`src/rtl/replay_run_ctrl_pkg.sv`:
```
// Shared types and helpers for the replay run controller.
// The FSM state encoding, index-width helper and timeout status code live here.
package replay_pkg;

    typedef enum logic [2:0] {
        IDLE,
        RST,
        RUN,
        DRAIN,
        DONE
    } state_t;

    localparam int STATUS_TIMEOUT = 0;

    // Index width that never collapses to zero bits for a single channel.
    function automatic int clog2_min1(input int n);
        return (n < 2) ? 1 : $clog2(n);
    endfunction

endpackage

```
`src/rtl/replay_run_ctrl_if.sv`:
```
// Control/result bundle between a replay harness (master) and the run controller (slave).
interface replay_run_ctrl_if
    import replay_pkg::*;
#(
    parameter int CYCLE_W = 64,
    parameter int N_CHAN  = 4,
    parameter int CODE_W  = 8
);
    localparam int IDX_W = clog2_min1(N_CHAN);

    logic                     start;
    logic [CYCLE_W-1:0]       max_cycles;
    logic [CYCLE_W-1:0]       wave_start;
    logic [CYCLE_W-1:0]       wave_end;
    logic [N_CHAN-1:0]        exit_req;
    logic [N_CHAN*CODE_W-1:0] exit_code;
    logic                     done_ack;

    logic                     dut_reset;
    logic [CYCLE_W-1:0]       cycles;
    logic                     wave_en;
    logic                     busy;
    logic                     done;
    logic                     timed_out;
    logic [IDX_W-1:0]         exit_chan;
    logic [CODE_W-1:0]        status;

    modport master (
        output start, max_cycles, wave_start, wave_end, exit_req, exit_code, done_ack,
        input  dut_reset, cycles, wave_en, busy, done, timed_out, exit_chan, status
    );

    modport slave (
        input  start, max_cycles, wave_start, wave_end, exit_req, exit_code, done_ack,
        output dut_reset, cycles, wave_en, busy, done, timed_out, exit_chan, status
    );

endinterface

```
`src/rtl/replay_exit_arb.sv`:
```
// Fixed-priority exit arbiter: the lowest-index asserted request wins and its code is selected.
module replay_exit_arb #(
    parameter int N_CHAN = 4,
    parameter int CODE_W = 8,
    parameter int IDX_W  = 2
) (
    input  logic [N_CHAN-1:0]        req,
    input  logic [N_CHAN*CODE_W-1:0] codes,
    output logic                     any,
    output logic [IDX_W-1:0]         idx,
    output logic [CODE_W-1:0]        code
);

    always_comb begin
        // NOTE: every output gets a default before the loop so no latch is inferred.
        any  = |req;
        idx  = '0;
        code = '0;
        // Scanning downward lets the lowest asserted index overwrite the others.
        for (int i = N_CHAN - 1; i >= 0; i--) begin
            if (req[i]) begin
                idx  = IDX_W'(i);
                code = codes[i*CODE_W +: CODE_W];
            end
        end
    end

endmodule

```
`src/rtl/replay_run_ctrl.sv`:
```
// Run controller for replay/co-simulation: DUT reset sequencing, cycle counting,
// waveform window gating, exit/timeout arbitration, drain and done handshake.
module replay_run_ctrl
    import replay_pkg::*;
#(
    parameter int CYCLE_W      = 64,
    parameter int N_CHAN       = 4,
    parameter int CODE_W       = 8,
    parameter int RESET_CYCLES = 5,
    parameter int DRAIN_CYCLES = 2
) (
    input  logic           clock,
    input  logic           reset,
    replay_run_ctrl_if.slave bus
);

    localparam int IDX_W   = clog2_min1(N_CHAN);
    localparam int CNT_MAX = (RESET_CYCLES > DRAIN_CYCLES) ? RESET_CYCLES : DRAIN_CYCLES;
    localparam int CNT_W   = clog2_min1(CNT_MAX);

    localparam logic [CYCLE_W-1:0] CYC_MAX    = '1;
    localparam logic [CNT_W-1:0]   RST_LOAD   = CNT_W'(RESET_CYCLES - 1);
    localparam logic [CNT_W-1:0]   DRAIN_LOAD = CNT_W'((DRAIN_CYCLES > 0) ? DRAIN_CYCLES - 1 : 0);

    state_t             state, state_d;
    logic [CNT_W-1:0]   cnt, cnt_d;
    logic [CYCLE_W-1:0] cycles_q, cycles_d, cycles_inc;
    logic [CYCLE_W-1:0] max_q, wave_start_q, wave_end_q;
    logic               term, limit_hit;

    logic               arb_any;
    logic [IDX_W-1:0]   arb_idx;
    logic [CODE_W-1:0]  arb_code;

    replay_exit_arb #(
        .N_CHAN (N_CHAN),
        .CODE_W (CODE_W),
        .IDX_W  (IDX_W)
    ) u_arb (
        .req   (bus.exit_req),
        .codes (bus.exit_code),
        .any   (arb_any),
        .idx   (arb_idx),
        .code  (arb_code)
    );

    assign cycles_inc = (cycles_q == CYC_MAX) ? cycles_q : cycles_q + 1'b1;
    // Reaching all-ones ends the run the same way as hitting a programmed limit.
    assign limit_hit  = (cycles_inc == CYC_MAX) ||
                        ((max_q != '0) && (cycles_inc == max_q));

    always_comb begin
        state_d  = state;
        cnt_d    = cnt;
        cycles_d = cycles_q;
        term     = 1'b0;
        unique case (state)
            IDLE: begin
                if (bus.start) begin
                    state_d  = RST;
                    cnt_d    = RST_LOAD;
                    cycles_d = '0;
                end
            end
            RST: begin
                if (cnt == '0) state_d = RUN;
                else           cnt_d   = cnt - 1'b1;
            end
            RUN: begin
                cycles_d = cycles_inc;
                if (arb_any || limit_hit) begin
                    term = 1'b1;
                    if (DRAIN_CYCLES == 0) begin
                        state_d = DONE;
                    end else begin
                        state_d = DRAIN;
                        cnt_d   = DRAIN_LOAD;
                    end
                end
            end
            DRAIN: begin
                if (cnt == '0) state_d = DONE;
                else           cnt_d   = cnt - 1'b1;
            end
            DONE: begin
                if (bus.done_ack) state_d = IDLE;
            end
            default: state_d = IDLE;
        endcase
    end

    assign bus.cycles = cycles_q;

    // Outputs are derived from the next state so they line up with it after the edge.
    always_ff @(posedge clock) begin
        // NOTE: sequential state uses non-blocking assignments so all registers update together.
        if (reset) begin
            state         <= IDLE;
            cnt           <= '0;
            cycles_q      <= '0;
            max_q         <= '0;
            wave_start_q  <= '0;
            wave_end_q    <= '0;
            bus.dut_reset <= 1'b1;
            bus.wave_en   <= 1'b0;
            bus.busy      <= 1'b0;
            bus.done      <= 1'b0;
            bus.timed_out <= 1'b0;
            bus.exit_chan <= '0;
            bus.status    <= '0;
        end else begin
            state    <= state_d;
            cnt      <= cnt_d;
            cycles_q <= cycles_d;

            bus.dut_reset <= !((state_d == RUN) || (state_d == DRAIN));
            bus.busy      <= (state_d != IDLE);
            bus.done      <= (state_d == DONE);
            bus.wave_en   <= ((state_d == RUN) || (state_d == DRAIN)) &&
                             (wave_start_q <= cycles_d) && (cycles_d < wave_end_q);

            if (state == IDLE && bus.start) begin
                max_q         <= bus.max_cycles;
                wave_start_q  <= bus.wave_start;
                wave_end_q    <= bus.wave_end;
                bus.timed_out <= 1'b0;
                bus.exit_chan <= '0;
                bus.status    <= '0;
            end

            if (term) begin
                if (arb_any) begin
                    bus.timed_out <= 1'b0;
                    bus.exit_chan <= arb_idx;
                    bus.status    <= arb_code;
                end else begin
                    bus.timed_out <= 1'b1;
                    bus.exit_chan <= '0;
                    bus.status    <= CODE_W'(STATUS_TIMEOUT);
                end
            end
        end
    end

endmodule

```
`src/flat_wrapper.sv`:
```
// flat-port wrapper written by rule: the top's interface ports become plain ports
module replay_run_ctrl_flat import replay_pkg::*;
#(
    parameter int CYCLE_W      = 64,
    parameter int N_CHAN       = 4,
    parameter int CODE_W       = 8,
    parameter int RESET_CYCLES = 5,
    parameter int DRAIN_CYCLES = 2
)
  (clock, reset, bus_start, bus_max_cycles, bus_wave_start, bus_wave_end, bus_exit_req, bus_exit_code, bus_done_ack, bus_dut_reset, bus_cycles, bus_wave_en, bus_busy, bus_done, bus_timed_out, bus_exit_chan, bus_status);
  replay_run_ctrl_if #(.CYCLE_W(CYCLE_W), .N_CHAN(N_CHAN), .CODE_W(CODE_W)) bus_i ();
  input  logic clock;
  input  logic reset;
  input wire logic [$bits(bus_i.start)-1:0] bus_start;
  input wire logic [$bits(bus_i.max_cycles)-1:0] bus_max_cycles;
  input wire logic [$bits(bus_i.wave_start)-1:0] bus_wave_start;
  input wire logic [$bits(bus_i.wave_end)-1:0] bus_wave_end;
  input wire logic [$bits(bus_i.exit_req)-1:0] bus_exit_req;
  input wire logic [$bits(bus_i.exit_code)-1:0] bus_exit_code;
  input wire logic [$bits(bus_i.done_ack)-1:0] bus_done_ack;
  output wire logic [$bits(bus_i.dut_reset)-1:0] bus_dut_reset;
  output wire logic [$bits(bus_i.cycles)-1:0] bus_cycles;
  output wire logic [$bits(bus_i.wave_en)-1:0] bus_wave_en;
  output wire logic [$bits(bus_i.busy)-1:0] bus_busy;
  output wire logic [$bits(bus_i.done)-1:0] bus_done;
  output wire logic [$bits(bus_i.timed_out)-1:0] bus_timed_out;
  output wire logic [$bits(bus_i.exit_chan)-1:0] bus_exit_chan;
  output wire logic [$bits(bus_i.status)-1:0] bus_status;
  assign bus_i.start = bus_start;
  assign bus_i.max_cycles = bus_max_cycles;
  assign bus_i.wave_start = bus_wave_start;
  assign bus_i.wave_end = bus_wave_end;
  assign bus_i.exit_req = bus_exit_req;
  assign bus_i.exit_code = bus_exit_code;
  assign bus_i.done_ack = bus_done_ack;
  assign bus_dut_reset = bus_i.dut_reset;
  assign bus_cycles = bus_i.cycles;
  assign bus_wave_en = bus_i.wave_en;
  assign bus_busy = bus_i.busy;
  assign bus_done = bus_i.done;
  assign bus_timed_out = bus_i.timed_out;
  assign bus_exit_chan = bus_i.exit_chan;
  assign bus_status = bus_i.status;
  replay_run_ctrl #(.CYCLE_W(CYCLE_W), .N_CHAN(N_CHAN), .CODE_W(CODE_W), .RESET_CYCLES(RESET_CYCLES), .DRAIN_CYCLES(DRAIN_CYCLES)) u_core (.clock(clock), .reset(reset), .bus(bus_i));
endmodule
```
`config.mk`:
```
export PLATFORM = sky130hd
export DESIGN_NAME = replay_run_ctrl_flat
export DESIGN_NICKNAME = d
export VERILOG_FILES = /design/src/rtl/replay_run_ctrl_pkg.sv /design/src/rtl/replay_run_ctrl_if.sv /design/src/rtl/replay_exit_arb.sv /design/src/rtl/replay_run_ctrl.sv /design/src/flat_wrapper.sv
export SDC_FILE = /design/constraint.sdc
export NUM_CORES = 1
export LEC_CHECK = 0
export ABC_AREA = 1
export BUFFER_PORTS_ARGS = -buffer_cell sky130_fd_sc_hd__buf_2
export CORE_AREA = 2 2 242 149
export DETAILED_ROUTE_END_ITERATION = 8
export DIE_AREA = 0 0 244 151
export GPL_TIMING_DRIVEN = 1
export MAX_ROUTING_LAYER = met4
export PLACE_DENSITY = 0.77
export SLEW_MARGIN = 40
export SYNTH_ARGS = -nofsm -noshare
export SYNTH_HDL_FRONTEND = slang
export SYNTH_SLANG_ARGS = --single-unit
export TNS_END_PERCENT = 20
```
`constraint.sdc`:
```
create_clock -name clock -period 6.1 [get_ports clock]
set_input_delay 1.22 -clock clock [delete_from_list [all_inputs] [get_ports clock]]
set_output_delay 1.22 -clock clock [all_outputs]
set_load 0.05 [all_outputs]
```
==> reports/results.txt <==
Hold Path Class - register to register
P_int - 3.835 mW
CTS tree - built
Comb power frac - 33.8%
final WL - 71260 um
Critical Path AT - 5590 ps
HPWL Detailed - 58580 um
Commonest cells post-synth - nand2_1, nor2_1, inv_1, dfxtp_1, o21ai_0
CP required - 6550 ps
r2r startpoint - u_core.bus.cycles[0]$_SDFF_PP0_
RD Place Congestion - 1.092
DR WL/cell - 20.96 um
final std cells w/o fill - 3399
PortBufs - 310
Hold Startpoint - u_core.wave_end_q[6]$_SDFFE_PP0P_
Fmax achieved - 194.7 MHz
fraction of layout cells with a size suffix above 1 - 13.17%
min cycle time layout - 5136 ps
grt total ovfl - 0
ys flop type - dfxtp_1
largest net degree at the start of global routing - 157
fin crit share - 84.20%
vias in the first global route - 16937
Max clock buf depth - 3
Starting Density - 49.43%
Rel. slew slack - 41.86%
clock-pin slew of the registers on the worst-case setup and hold paths - 70 ps
vias - 18930
PwrDens - 315.6 mW/mm^2
number of synthesized flops with an enable pin - 0
hold depth - 2
Post-Syn Area per Cell - 6.413 sq um
leading area contributor after synthesis - dfxtp_1
Mapped Area - 0.01708 sq mm
syn_nets - 3025
initial antenna violation count - 0
sequential area share after synthesis - 32.47%
crit-path max FO - 8
Max-Cap Viols - 0
most frequent cell after synthesis - nand2_1
crit end category - register
Final ANT Viol Nets - 0
post-route clock skew - 18.22 ps
post-CTS setup buffers - 0
Power Total - 6.260 mW
Nets - 3275
RSZ-0062 raised after global routing - false
drt first-iter violations - 2061
Synth Warn # - 0
Switching Power - 2.425 mW
CP Launch Type - register
root buffer cell - clkbuf_16
Clock Power Share - 28.4%
DRC Markers - 0
Final Max Tran Viols - 0
core area - 0.03455 sq mm
CTS resizes - 0
hold_buf cts - 0
switch share - 38.74%
status - complete, no violations
post-synthesis cell type count - 42
FP Rows - 53
Inst Count DP - 3351
Worst Hold End - u_core.wave_end_q[6]$_SDFFE_PP0P_
first-pass GRT wire length - 104200 um
largest cells by area after synthesis - dfxtp_1, nand2_1, nor2_1
reg2reg end - u_core.bus.wave_en$_SDFF_PP0_
Vias/cell - 5.569
Mapped Cells - 2663
worst-skew pair later-pin latency - 590 ps
H-tree Lvls - 1
Die Y - 151 um
TNS Setup - 0 ps
clock sink total - 277
Die Area - 0.03684 sq mm
TritonCTS Buffers - 27
post-synth top area share - 32.47%
Async S/R FF share, synth - 0%
DR pass1 iterations - 6
hold slack final - 462.8 ps
Lkg Pwr - 9.118 nW
Worst VDD drop - 0.0002471 V
cells on worst reg2reg path - 19
Layout area overhead - 16.12%
Seq cells post-synth - 277
sequential share of power - 37.8%
Setup violations, final - 0
Least-Margin Pin Slew - 872.2 ps
Final Hold Fails - 0
type of the worst setup path - register to register
I/O Pins - 311
reg-to-reg slack, setup - 960 ps
Die W - 244 um
diodes inserted - 0
total global-route track usage - 38.87%
==> cell type report <==
| type | instances | area, sq um |
|---|---|---|
| clock buffer | 38 | 757.0 |
| clock inverter | 10 | 145.1 |
| fill | 3493 | 14720 |
| inverter | 293 | 1105 |
| multi-input combinational | 1991 | 10010 |
| sequential | 277 | 5545 |
| tap | 467 | 584.3 |
| timing repair buffer | 323 | 1687 |
==> metal layers <==
metal | global-route usage [%] | wire [um] | vias up
li1 | - | - | 9139
met1 | 57.81 | 34210 | 8739
met2 | 48.66 | 25950 | 955
met3 | 13.29 | 9180 | 97
met4 | 9.146 | 1915 | 0
met5 | - | 0 | -
==> how the worst max path moves through the flow <==
stage | from | endpoint | slack (ps) | depth (start not counted)
after floorplan | u_core.bus.cycles[0]$_SDFF_PP0_ | u_core.bus.wave_en$_SDFF_PP0_ | 2400 | 21
after global placement | u_core.bus.cycles[0]$_SDFF_PP0_ | u_core.bus.wave_en$_SDFF_PP0_ | 1210 | 19
after detailed placement | u_core.bus.cycles[0]$_SDFF_PP0_ | u_core.bus.wave_en$_SDFF_PP0_ | 1220 | 19
after CTS | u_core.bus.cycles[0]$_SDFF_PP0_ | u_core.bus.wave_en$_SDFF_PP0_ | 1200 | 19
after global routing | u_core.bus.cycles[0]$_SDFF_PP0_ | u_core.bus.wave_en$_SDFF_PP0_ | 810 | 19
final | u_core.bus.cycles[0]$_SDFF_PP0_ | u_core.bus.wave_en$_SDFF_PP0_ | 960 | 19
==> worst max-delay path: stages (launching register included) <==
cell and delay [ps]:
dfxtp_1 510, ha_1 410, nand3_1 230, nor2_1 430, nand2_1 290, inv_1 160, nand2_1 250, o21ai_0 400
nand2_1 140, nand2_1 120, nand2_1 90, o21ai_0 280, ha_1 200, nand2_1 60, nor3_1 260, nand3_1 220
nor4b_1 290, inv_1 110, nor4b_1 410, a21oi_1 120
==> power groups by stage <==
stage                     Sequential (mW)  Clock [mW]  Combinational (mW)
after floorplan                      2.38           0                1.42
after global placement               2.38           0                2.00
after detailed placement             2.39           0                2.06
after CTS                            2.36        1.78                2.08
after global routing                 2.39        1.85                2.37
final                                2.37        1.78                2.12
==> layout by cell type, fill, tap and decap left out, types with 4 or more instances in the layout <==
| cell | instances |
|---|---|
| buf_4 | 10 |
| nor4_1 | 8 |
| nor2_2 | 5 |
| nor3_1 | 10 |
| and2_1 | 4 |
| o211ai_1 | 5 |
| a31oi_1 | 10 |
| a211oi_1 | 12 |
| clkinv_2 | 4 |
| o21ai_0 | 229 |
| nand2_1 | 671 |
| nand4_1 | 48 |
| buf_2 | 310 |
| xor2_1 | 28 |
| dfxtp_1 | 277 |
| clkbuf_16 | 27 |
| o221ai_1 | 12 |
| clkbuf_8 | 4 |
| nor2_1 | 435 |
| o21bai_1 | 10 |
| clkbuf_1 | 7 |
| nand3_1 | 137 |
| inv_1 | 288 |
| nand2_2 | 4 |
| ha_1 | 130 |
| a21oi_1 | 200 |
| xnor2_1 | 6 |
==> per-stage QoR <==
| stage | util, % | worst slack (ps) | instance area (sq um) |
|---|---|---|---|
| 2_1_floorplan | - | 2402 | 17080 |
| 3_3_place_gp | 54.79 | 1205 | 18930 |
| 3_5_place_dp | 54.79 | 1224 | 18930 |
| 4_1_cts | 57.40 | 1202 | 19830 |
| 5_1_grt | 57.40 | 810.4 | 19830 |
| 6_report | 57.40 | 964.0 | 19830 |
==> sequential cells by signal (all words and copies together) (netlist names) <==
register / flops
u_core.bus.done: 1
u_core.bus.timed_out: 1
u_core.bus.status: 8
u_core.bus.wave_en: 1
u_core.wave_start_q: 64
u_core.max_q: 64
u_core.state: 3
u_core.bus.dut_reset: 1
u_core.bus.busy: 1
u_core.bus.exit_chan: 2
u_core.cnt: 3
u_core.bus.cycles: 64
u_core.wave_end_q: 64
==> cells by family after synthesis <==
family                   synth area share [%]
AND/OR/NAND/NOR                         31.95
flip-flops                              32.47
AO/OA/AOI/OAI                           15.29
adder cells (fa/ha/maj)                 9.524
buffers and inverters                   9.026
XOR/XNOR                                1.744
(Power assumes the default switching activity.)
